$ cat src/rtl/secuenciador_operandos_alu.sv
// secuenciador_operandos_alu
// Sequencer stage for the lab-board ALU. Operand A, operand B and the opcode
// are loaded one at a time from the switches with a single push-button. The
// loaded values drive the ALU for one execute cycle, and the ALU result and
// flags are then frozen in holding registers for display.
//
// Optional build macro: SECUENCIADOR_CONTADOR_OPS_EN
//   When defined, adds output ops_total[7:0], a saturating count of completed
//   operations (EJECUTA->MUESTRA transitions). When undefined, the port and
//   the counter are absent.
module secuenciador_operandos_alu #(
    parameter int         N      = 4,
    parameter logic [3:0] OP_MAX = 4'd11
) (
    input  logic         clk,
    input  logic         rst,
    input  logic [N-1:0] dato_in,
    input  logic         boton_cargar,
    output logic [N-1:0] entrada1,
    output logic [N-1:0] entrada2,
    output logic [3:0]   selector,
    output logic         valido,
    input  logic [3:0]   resultado_alu,
    input  logic [3:0]   flags_alu,
    output logic [3:0]   resultado_reg,
    output logic [3:0]   banderas_reg,
    output logic         listo,
    output logic         error_op,
    output logic [2:0]   estado
`ifdef SECUENCIADOR_CONTADOR_OPS_EN
    ,
    output logic [7:0]   ops_total
`endif
);

    typedef enum logic [2:0] {
        CARGA_A  = 3'd0,
        CARGA_B  = 3'd1,
        CARGA_OP = 3'd2,
        EJECUTA  = 3'd3,
        MUESTRA  = 3'd4
    } estado_t;

    estado_t estado_r;
    estado_t estado_sig_s;

    logic sinc1_r;
    logic sinc2_r;
    logic previo_r;
    logic pulso_s;
    logic op_legal_s;

    logic carga_a_s;
    logic carga_b_s;
    logic carga_op_s;
    logic op_ilegal_s;
    logic captura_s;

    // The first synchronizer stage is used only to qualify the edge: a button
    // level that was not seen on two consecutive clocks (bounce) never pulses.
    assign pulso_s    = sinc1_r & sinc2_r & ~previo_r;
    assign op_legal_s = (dato_in[3:0] != 4'd0) && (dato_in[3:0] <= OP_MAX);
    assign estado     = estado_r;

    // Button synchronizer and edge-history flops.
    always_ff @(posedge clk or posedge rst) begin
        if (rst) begin
            sinc1_r  <= 1'b0;
            sinc2_r  <= 1'b0;
            previo_r <= 1'b0;
        end else begin
            sinc1_r  <= boton_cargar;
            sinc2_r  <= sinc1_r;
            previo_r <= sinc2_r;
        end
    end

    // FSM state register.
    always_ff @(posedge clk or posedge rst) begin
        if (rst) begin
            estado_r <= CARGA_A;
        end else begin
            estado_r <= estado_sig_s;
        end
    end

    // Next-state logic and per-register load enables.
    always_comb begin
        estado_sig_s = estado_r;
        carga_a_s    = 1'b0;
        carga_b_s    = 1'b0;
        carga_op_s   = 1'b0;
        op_ilegal_s  = 1'b0;
        captura_s    = 1'b0;
        case (estado_r)
            CARGA_A: begin
                if (pulso_s) begin
                    carga_a_s    = 1'b1;
                    estado_sig_s = CARGA_B;
                end else begin
                    estado_sig_s = CARGA_A;
                end
            end
            CARGA_B: begin
                if (pulso_s) begin
                    carga_b_s    = 1'b1;
                    estado_sig_s = CARGA_OP;
                end else begin
                    estado_sig_s = CARGA_B;
                end
            end
            CARGA_OP: begin
                if (pulso_s && op_legal_s) begin
                    carga_op_s   = 1'b1;
                    estado_sig_s = EJECUTA;
                end else if (pulso_s) begin
                    op_ilegal_s  = 1'b1;
                    estado_sig_s = CARGA_OP;
                end else begin
                    estado_sig_s = CARGA_OP;
                end
            end
            EJECUTA: begin
                captura_s    = 1'b1;
                estado_sig_s = MUESTRA;
            end
            MUESTRA: begin
                if (pulso_s) begin
                    estado_sig_s = CARGA_A;
                end else begin
                    estado_sig_s = MUESTRA;
                end
            end
            default: begin
                estado_sig_s = CARGA_A;
            end
        endcase
    end

    // Operand/opcode registers: each changes only on its own load edge.
    always_ff @(posedge clk or posedge rst) begin
        if (rst) begin
            entrada1 <= '0;
            entrada2 <= '0;
            selector <= 4'd0;
            error_op <= 1'b0;
        end else begin
            if (carga_a_s) begin
                entrada1 <= dato_in;
            end
            if (carga_b_s) begin
                entrada2 <= dato_in;
            end
            if (carga_op_s) begin
                selector <= dato_in[3:0];
                error_op <= 1'b0;
            end else if (op_ilegal_s) begin
                error_op <= 1'b1;
            end
        end
    end

    // Result/flag capture at the closing edge of EJECUTA.
    always_ff @(posedge clk or posedge rst) begin
        if (rst) begin
            resultado_reg <= 4'd0;
            banderas_reg  <= 4'd0;
        end else if (captura_s) begin
            resultado_reg <= resultado_alu;
            banderas_reg  <= flags_alu;
        end
    end

    // Registered status strobes, decoded from the upcoming state.
    always_ff @(posedge clk or posedge rst) begin
        if (rst) begin
            valido <= 1'b0;
            listo  <= 1'b0;
        end else begin
            valido <= (estado_sig_s == EJECUTA);
            listo  <= (estado_sig_s == MUESTRA);
        end
    end

`ifdef SECUENCIADOR_CONTADOR_OPS_EN
    // Saturating count of completed operations.
    always_ff @(posedge clk or posedge rst) begin
        if (rst) begin
            ops_total <= 8'd0;
        end else if (captura_s && (ops_total != 8'hFF)) begin
            ops_total <= ops_total + 8'd1;
        end
    end
`endif

endmodule

$ cat config.mk
export PLATFORM = sky130hd
export DESIGN_NAME = secuenciador_operandos_alu
export DESIGN_NICKNAME = d
export VERILOG_FILES = /design/src/rtl/secuenciador_operandos_alu.sv
export SDC_FILE = /design/constraint.sdc
export NUM_CORES = 1
export LEC_CHECK = 0
export ABC_AREA = 1
export CAP_MARGIN = 15
export CORE_UTILIZATION = 43
export CTS_CLUSTER_SIZE = 16
export DETAILED_ROUTE_END_ITERATION = 16
export PLACE_DENSITY = 0.8
export SYNTH_ARGS = -nofsm -noshare
export SYNTH_HDL_FRONTEND = slang
export SYNTH_SLANG_ARGS = --single-unit
$ cat constraint.sdc
create_clock -name clk -period 1.3 [get_ports clk]
set_clock_uncertainty 0.1 [all_clocks]
set_input_delay 0.26 -clock clk [delete_from_list [all_inputs] [get_ports clk]]
set_output_delay 0.26 -clock clk [all_outputs]
set_load 0.01 [all_outputs]
==> impl_metrics.env, run 1 <==
export IMPL_ctsHoldBuffers=0
export IMPL_start_util_pct=46.0
export IMPL_path_buf_inv=1
export IMPL_die_width_um=53.9
export IMPL_worstSetupEndpointType="register"
export IMPL_period_share_pct=102
export IMPL_slew_headroom_pct=82.4
export IMPL_max_stage_delay_ns=0.42
export IMPL_crit_required_ns=1.42
export IMPL_track_usage_pct=20.5
export IMPL_synth_cell_types=17
export IMPL_tns_ns=-0.0756
export IMPL_gr_total_overflow=0
export IMPL_io_pins=41
export IMPL_grt_antenna_before_repair=0
export IMPL_fill_cells=202
export IMPL_multiInputGateArea_um2=435
export IMPL_drv_cap=0
export IMPL_cts_tree="built"
export IMPL_grt_pass1_vias=957
export IMPL_postSynthCellCount=116
export IMPL_rr_worst_depth=6
export IMPL_die_y_um=53.9
export IMPL_root_buffer="clkbuf_4"
export IMPL_port_buffers=40
export IMPL_violations="setup timing"
export IMPL_yosysWarnings=0
export IMPL_gp_congestion=0.759
export IMPL_p_leak_uw=0.000966
export IMPL_synthesis_nets=131
export IMPL_die_area_um2=2910
export IMPL_ys_seq_elements=29
export IMPL_drt_iter0_drc=10
export IMPL_avgSynthCellArea_um2=10.0
export IMPL_htreeDepth=2
export IMPL_cts_made_buffers=5
export IMPL_cp_slowest_cell="dfrtp_1"
export IMPL_syn_area_um2=1160
export IMPL_path_class="reg2reg"
export IMPL_num_vias=1042
export IMPL_finalMaxSlewViolations=0
export IMPL_worst_path_dominant_cell_family="simple AND/OR/NAND/NOR gates"
export IMPL_layout_setup_ws_ns=-0.0272
export IMPL_cpMostUsedCell="nand2_1"
export IMPL_ff_latch_area_um2=726
export IMPL_vdd_drop_max_mv=1.45
export IMPL_clk_latency_ns=0.32
export IMPL_cp_arrival_ns=1.45
export IMPL_dp_cells=194
export IMPL_clockBufferDepth=2
export IMPL_dp_hpwl_mm=1.78
export IMPL_hp_class="in2async"
export IMPL_grt_setup_unrepaired="true"
export IMPL_core_um2=2520
export IMPL_placed_area_um2=1680
export IMPL_route_detailed_drc=0
export IMPL_status="complete, but fails checks"
export IMPL_p_per_area_nw_per_um2=2100
export IMPL_crit_cells=6
export IMPL_finalPower_uw=3760
export IMPL_fp_row_count=18
export IMPL_vias_per_cell=4.87
export IMPL_cts_sink_count=29
export IMPL_n_antenna_cell=0
export IMPL_hold_violations=0
export IMPL_design_area_um2=1790
export IMPL_wl_per_cell_um=13.3
export IMPL_max_freq_mhz=753
export IMPL_yosysSeqAreaShare_pct=62.6
export IMPL_period_minus_slack_ns=1.33
export IMPL_syn2layout_area_growth_pct=54.4
export IMPL_drtAntennaViolNets=0
export IMPL_path_cells="inv_1 > nand3_1 > nor2_4 > nand2_4 > nand2_1 > nand2_1"
export IMPL_final_nets=199
export IMPL_grt_max_degree=30
export IMPL_crit_fanout=6
export IMPL_dr_pass1_iters=4
export IMPL_crit_path_start_kind="register"
export IMPL_worst_pin_slew_ns=0.263
export IMPL_finalNonFillerCells=214
export IMPL_setup_viol=4
export IMPL_drt_total_wl_mm=2.85
export IMPL_clkTransAtPathRegs_ns=0.09
export IMPL_drive_gt1_share_pct=46.2
export IMPL_grt_pass1_wl_mm=3.98
[worst reg2reg max path, cell delays in order, from the launching register on]
cell and delay, ns:
dfrtp_1 0.42, inv_1 0.07, nand3_1 0.14, nor2_4 0.24, nand2_4 0.11, nand2_1 0.10, nand2_1 0.05
[where the power goes]
group          internal, uW  leakage (uW)  total [uW]  switching (uW)
Sequential             1260      0.000357        1460             206
Combinational           849      0.000577        1750             903
Clock                   255     0.0000314         547             292
Total                  2360      0.000966        3760            1400
[worst paths after layout]
check	start	end	slack, ns
hold / removal	rst	banderas_reg[2]	0.17
setup / recovery	previo_r	selector[0]	-0.03
min in group clk	boton_cargar	sinc1_r	0.28
setup reg to reg	previo_r	selector[0]	-0.03
max in group asynchronous	rst	selector[2]	0.78
hold reg to reg	sinc1_r	sinc2_r	0.31
[cell usage after synthesis]
| master | instances | area (um^2) |
|---|---|---|
| nor2_2 | 1 | 6.26 |
| inv_2 | 3 | 11.3 |
| o31ai_1 | 2 | 15.0 |
| o21ai_1 | 4 | 20.0 |
| nor2_4 | 1 | 11.3 |
| buf_6 | 1 | 11.3 |
| o21ai_2 | 8 | 70.1 |
| nor3_2 | 1 | 10.0 |
| nand3_2 | 2 | 20.0 |
| inv_1 | 16 | 60.1 |
| nand2_1 | 30 | 113 |
| a21oi_1 | 1 | 5.00 |
| nor2_1 | 5 | 18.8 |
| dfrtp_1 | 29 | 726 |
| o21ai_0 | 4 | 20.0 |
| nand3_1 | 6 | 30.0 |
| nand2_2 | 2 | 12.5 |
[routing by layer]
metal | up-vias | track usage (%) | part of all wire [%]
met5 | - | 0 | 0
met3 | 9 | 8.76 | 7.7
met1 | 486 | 21.2 | 38
li1 | 499 | - | -
met4 | 0 | 9.21 | 2.1
met2 | 48 | 35.6 | 53
[placed cells by master, fill, tap and decap left out, types with 5 or more instances in the layout]
cell type,count
dfrtp_1,29
buf_2,24
nand2_1,22
inv_1,15
clkdlybuf4s50_1,14
buf_4,14
nand2_2,9
o21ai_2,9
nand3_1,6
o21ai_1,6
clkbuf_4,5
[cell families after synthesis]
family	count (synthesis)	share of synthesized area (%)
and+or+nand+nor	48	19.1
DFF	29	62.6
buffers and inverters	20	7.12
AOI/OAI and AO/OA	19	11.2
[through the flow]
stage	setup WS, ns	utilization (%)	hold WS [ns]
after floorplan	0.109	-	0.191
after global placement	-0.239	66.6	0.286
after detailed placement	-0.325	66.6	0.286
after CTS	-0.0179	68.6	0.166
after global routing	-0.0869	71.0	0.167
final	-0.0272	71.0	0.165
[repair_timing]
| item | in CTS | in global routing |
|---|---|---|
| pin swaps | 1 | 6 |
| endpoints found under the setup margin | 30 | 24 |
| resized for setup | 102 | 31 |
| setup buffers | 6 | 5 |
| cloned | 0 | 2 |
[layout make-up]
class | instances | area share [%]
Tap cell | 30 | 2.10
Multi-Input combinational cell | 69 | 24.3
Inverter | 19 | 4.26
Timing Repair Buffer | 60 | 25.7
Clock buffer | 7 | 3.07
Sequential cell | 29 | 40.5
Note: power is estimated with default switching activity, not from simulation.
==> run 2: changes to the inputs <==
--- a/config.mk
+++ b/config.mk
@@ -14,3 +14,4 @@
 export SYNTH_ARGS = -nofsm -noshare
 export SYNTH_HDL_FRONTEND = slang
 export SYNTH_SLANG_ARGS = --single-unit
+export TNS_END_PERCENT = 1
==> run 2 against run 1 <==
The flow now finishes without violations; fmax up 2.6%; worst hold slack better by 0.0032 ns; die area is the same; wire length shrank 6.7%; sequential share of layout area increased by 1.7 points; combinational power down 12%; power shrank 5.8%; flip-flop and latch count is the same; critical path depth rose by 1; worst setup slack better by 0.034 ns; clock power hardly changed; global-route usage is 0.54 points lower; critical path type unchanged.
==> impl_metrics.env, run 2 (synthesized netlist as in run 1, its figures left out) <==
export IMPL_status="finished clean"
export IMPL_rr_worst_depth=7
export IMPL_wl_per_cell_um=12.8
export IMPL_root_buffer="clkbuf_4"
export IMPL_fill_cells=202
export IMPL_slew_headroom_pct=79.2
export IMPL_dr_pass1_iters=4
export IMPL_track_usage_pct=20.0
export IMPL_hp_class="in2async"
export IMPL_drv_cap=0
export IMPL_power_frac_comb_pct=43.3
export IMPL_cts_sink_count=29
export IMPL_grt_max_degree=30
export IMPL_r2r_start="estado[1]"
export IMPL_grt_pass1_vias=906
export IMPL_cp_slowest_cell="dfrtp_1"
export IMPL_worstSetupEndpointType="register"
export IMPL_drtAntennaViolNets=0
export IMPL_clkPwrFrac_pct=15.4
export IMPL_sequentialPowerShare_pct=41.3
export IMPL_final_nets=193
export IMPL_n_antenna_cell=0
export IMPL_cpMostUsedCell="buf_6"
export IMPL_clockBufferDepth=2
export IMPL_start_util_pct=46.0
export IMPL_dp_slack_ns=-0.325
export IMPL_crit_required_ns=1.42
export IMPL_grt_antenna_before_repair=0
export IMPL_num_vias=990
export IMPL_worst_pin_slew_ns=0.312
export IMPL_dp_hpwl_mm=1.78
export IMPL_gp_congestion=0.759
export IMPL_route_detailed_drc=0
export IMPL_design_area_um2=1720
export IMPL_grt_pass1_wl_mm=3.87
export IMPL_final_common_cell="dfrtp_1"
export IMPL_htreeDepth=2
export IMPL_path_class="reg2reg"
export IMPL_p_leak_uw=0.000923
export IMPL_ctsHoldBuffers=0
export IMPL_swShare_pct=37.1
export IMPL_cts_made_buffers=5
export IMPL_cp_startpoint="estado[1]"
export IMPL_period_minus_slack_ns=1.29
export IMPL_path_cells="buf_6 > buf_6 > nand3_4 > nor2_4 > nand2_4 > nand2_2 > nand2_1"
export IMPL_vias_per_cell=4.76
export IMPL_fp_row_count=18
export IMPL_die_area_um2=2910
export IMPL_drive_gt1_share_pct=41.6
export IMPL_hold_violations=0
export IMPL_crit_path_start_kind="register"
export IMPL_layout_setup_ws_ns=0.00628
export IMPL_max_stage_delay_ns=0.37
export IMPL_drt_iter0_drc=8
export IMPL_switchingPower_uw=1310
export IMPL_grt_setup_unrepaired="true"
export IMPL_finalMaxSlewViolations=0
export IMPL_setup_viol=0
export IMPL_drt_total_wl_mm=2.65
export IMPL_gr_total_overflow=0
export IMPL_r2r_slack_ns=0.006
export IMPL_p_per_area_nw_per_um2=2060
export IMPL_max_freq_mhz=773
export IMPL_io_pins=41
export IMPL_period_share_pct=99.5
export IMPL_vdd_drop_max_mv=1.25
export IMPL_worst_r2r_endpoint="selector[3]"
export IMPL_core_um2=2520
export IMPL_clkTransAtPathRegs_ns=0.09
export IMPL_die_y_um=53.9
export IMPL_cp_arrival_ns=1.41
export IMPL_cts_tree="built"
export IMPL_crit_fanout=6
export IMPL_final_cell_mix="dfrtp_1, nand2_1, buf_2"
export IMPL_die_width_um=53.9
export IMPL_port_buffers=40
export IMPL_endpoint="selector[3]"
export IMPL_placed_area_um2=1680
export IMPL_syn2layout_area_growth_pct=48.2
export IMPL_clk_latency_ns=0.32
export IMPL_internal_power_uw=2230
[run 2: cell types whose count changed in the layout (fill, tap and decap cells not counted), sizes merged]
| cell | before | now |
|---|---|---|
| buf | 44 | 37 |
| clkbuf | 9 | 10 |
[run 2: repair_timing]
| action | in CTS | in global routing |
|---|---|---|
| setup endpoints to repair | 30 | 24 |
| pin swaps | 3 | 4 |
| cloned | 0 | 2 |
| resized for setup | 99 | 24 |
| setup buffers | 3 | 2 |
[run 2: cell type report]
| class | count | area, um^2 | share of cell area [%] |
|---|---|---|---|
| inverter | 19 | 76.3 | 4.44 |
| tap | 30 | 37.5 | 2.18 |
| timing repair buffer | 54 | 415 | 24.2 |
| multi-input combinational | 69 | 409 | 23.8 |
| clock buffer | 7 | 55.1 | 3.20 |
| sequential | 29 | 726 | 42.2 |
[run 2: per-layer routing]
layer  part of all wire (%)  global-route usage [%]  up-vias  wire [um]
met5                      0                       0        -          0
met4                    1.3                    8.33        0         34
met3                    7.5                    7.91        4        199
met2                     51                    34.4       40       1350
met1                     40                    21.6      458       1070
li1                       -                       -      488          -
[run 2: power by group through the flow]
stage               Clock, uW  Sequential, uW  Combinational [uW]
floorplan                   0            1650                 510
global placement            0            1480                1590
detailed placement          0            1490                1640
CTS                       558            1450                1470
global route              599            1500                1690
finish                    545            1460                1540
[run 2: critical path, delay by kind of cell (launching register included)]
kind	cells	cell delay, ns
and+or+nand+nor	5	0.49
DFF	1	0.37
buffers and inverters	2	0.23
[run 2: how the worst min path moves through the flow]
| stage | start | to | slack (ns) | depth (start not counted) |
|---|---|---|---|---|
| after global routing | rst | banderas_reg[2] | 0.17 | 3 |
| after floorplan | boton_cargar | sinc1_r | 0.19 | 0 |
| after detailed placement | sinc1_r | sinc2_r | 0.29 | 0 |
| after CTS | rst | banderas_reg[2] | 0.17 | 3 |
| after global placement | sinc2_r | previo_r | 0.29 | 0 |
| final | rst | banderas_reg[2] | 0.17 | 3 |
[run 2: per-stage QoR]
| stage | TNS (ns) | hold WS, ns | std cells | util, % | total power, uW |
|---|---|---|---|---|---|
| floorplan | 0 | 0.191 | 116 | - | 2160 |
| global placement | -1.52 | 0.286 | 194 | 66.6 | 3070 |
| detailed placement | -2.03 | 0.286 | 194 | 66.6 | 3130 |
| CTS | -0.0894 | 0.166 | 204 | 67.4 | 3480 |
| global route | -0.731 | 0.167 | 208 | 68.2 | 3790 |
| finish | 0 | 0.168 | 208 | 68.2 | 3540 |
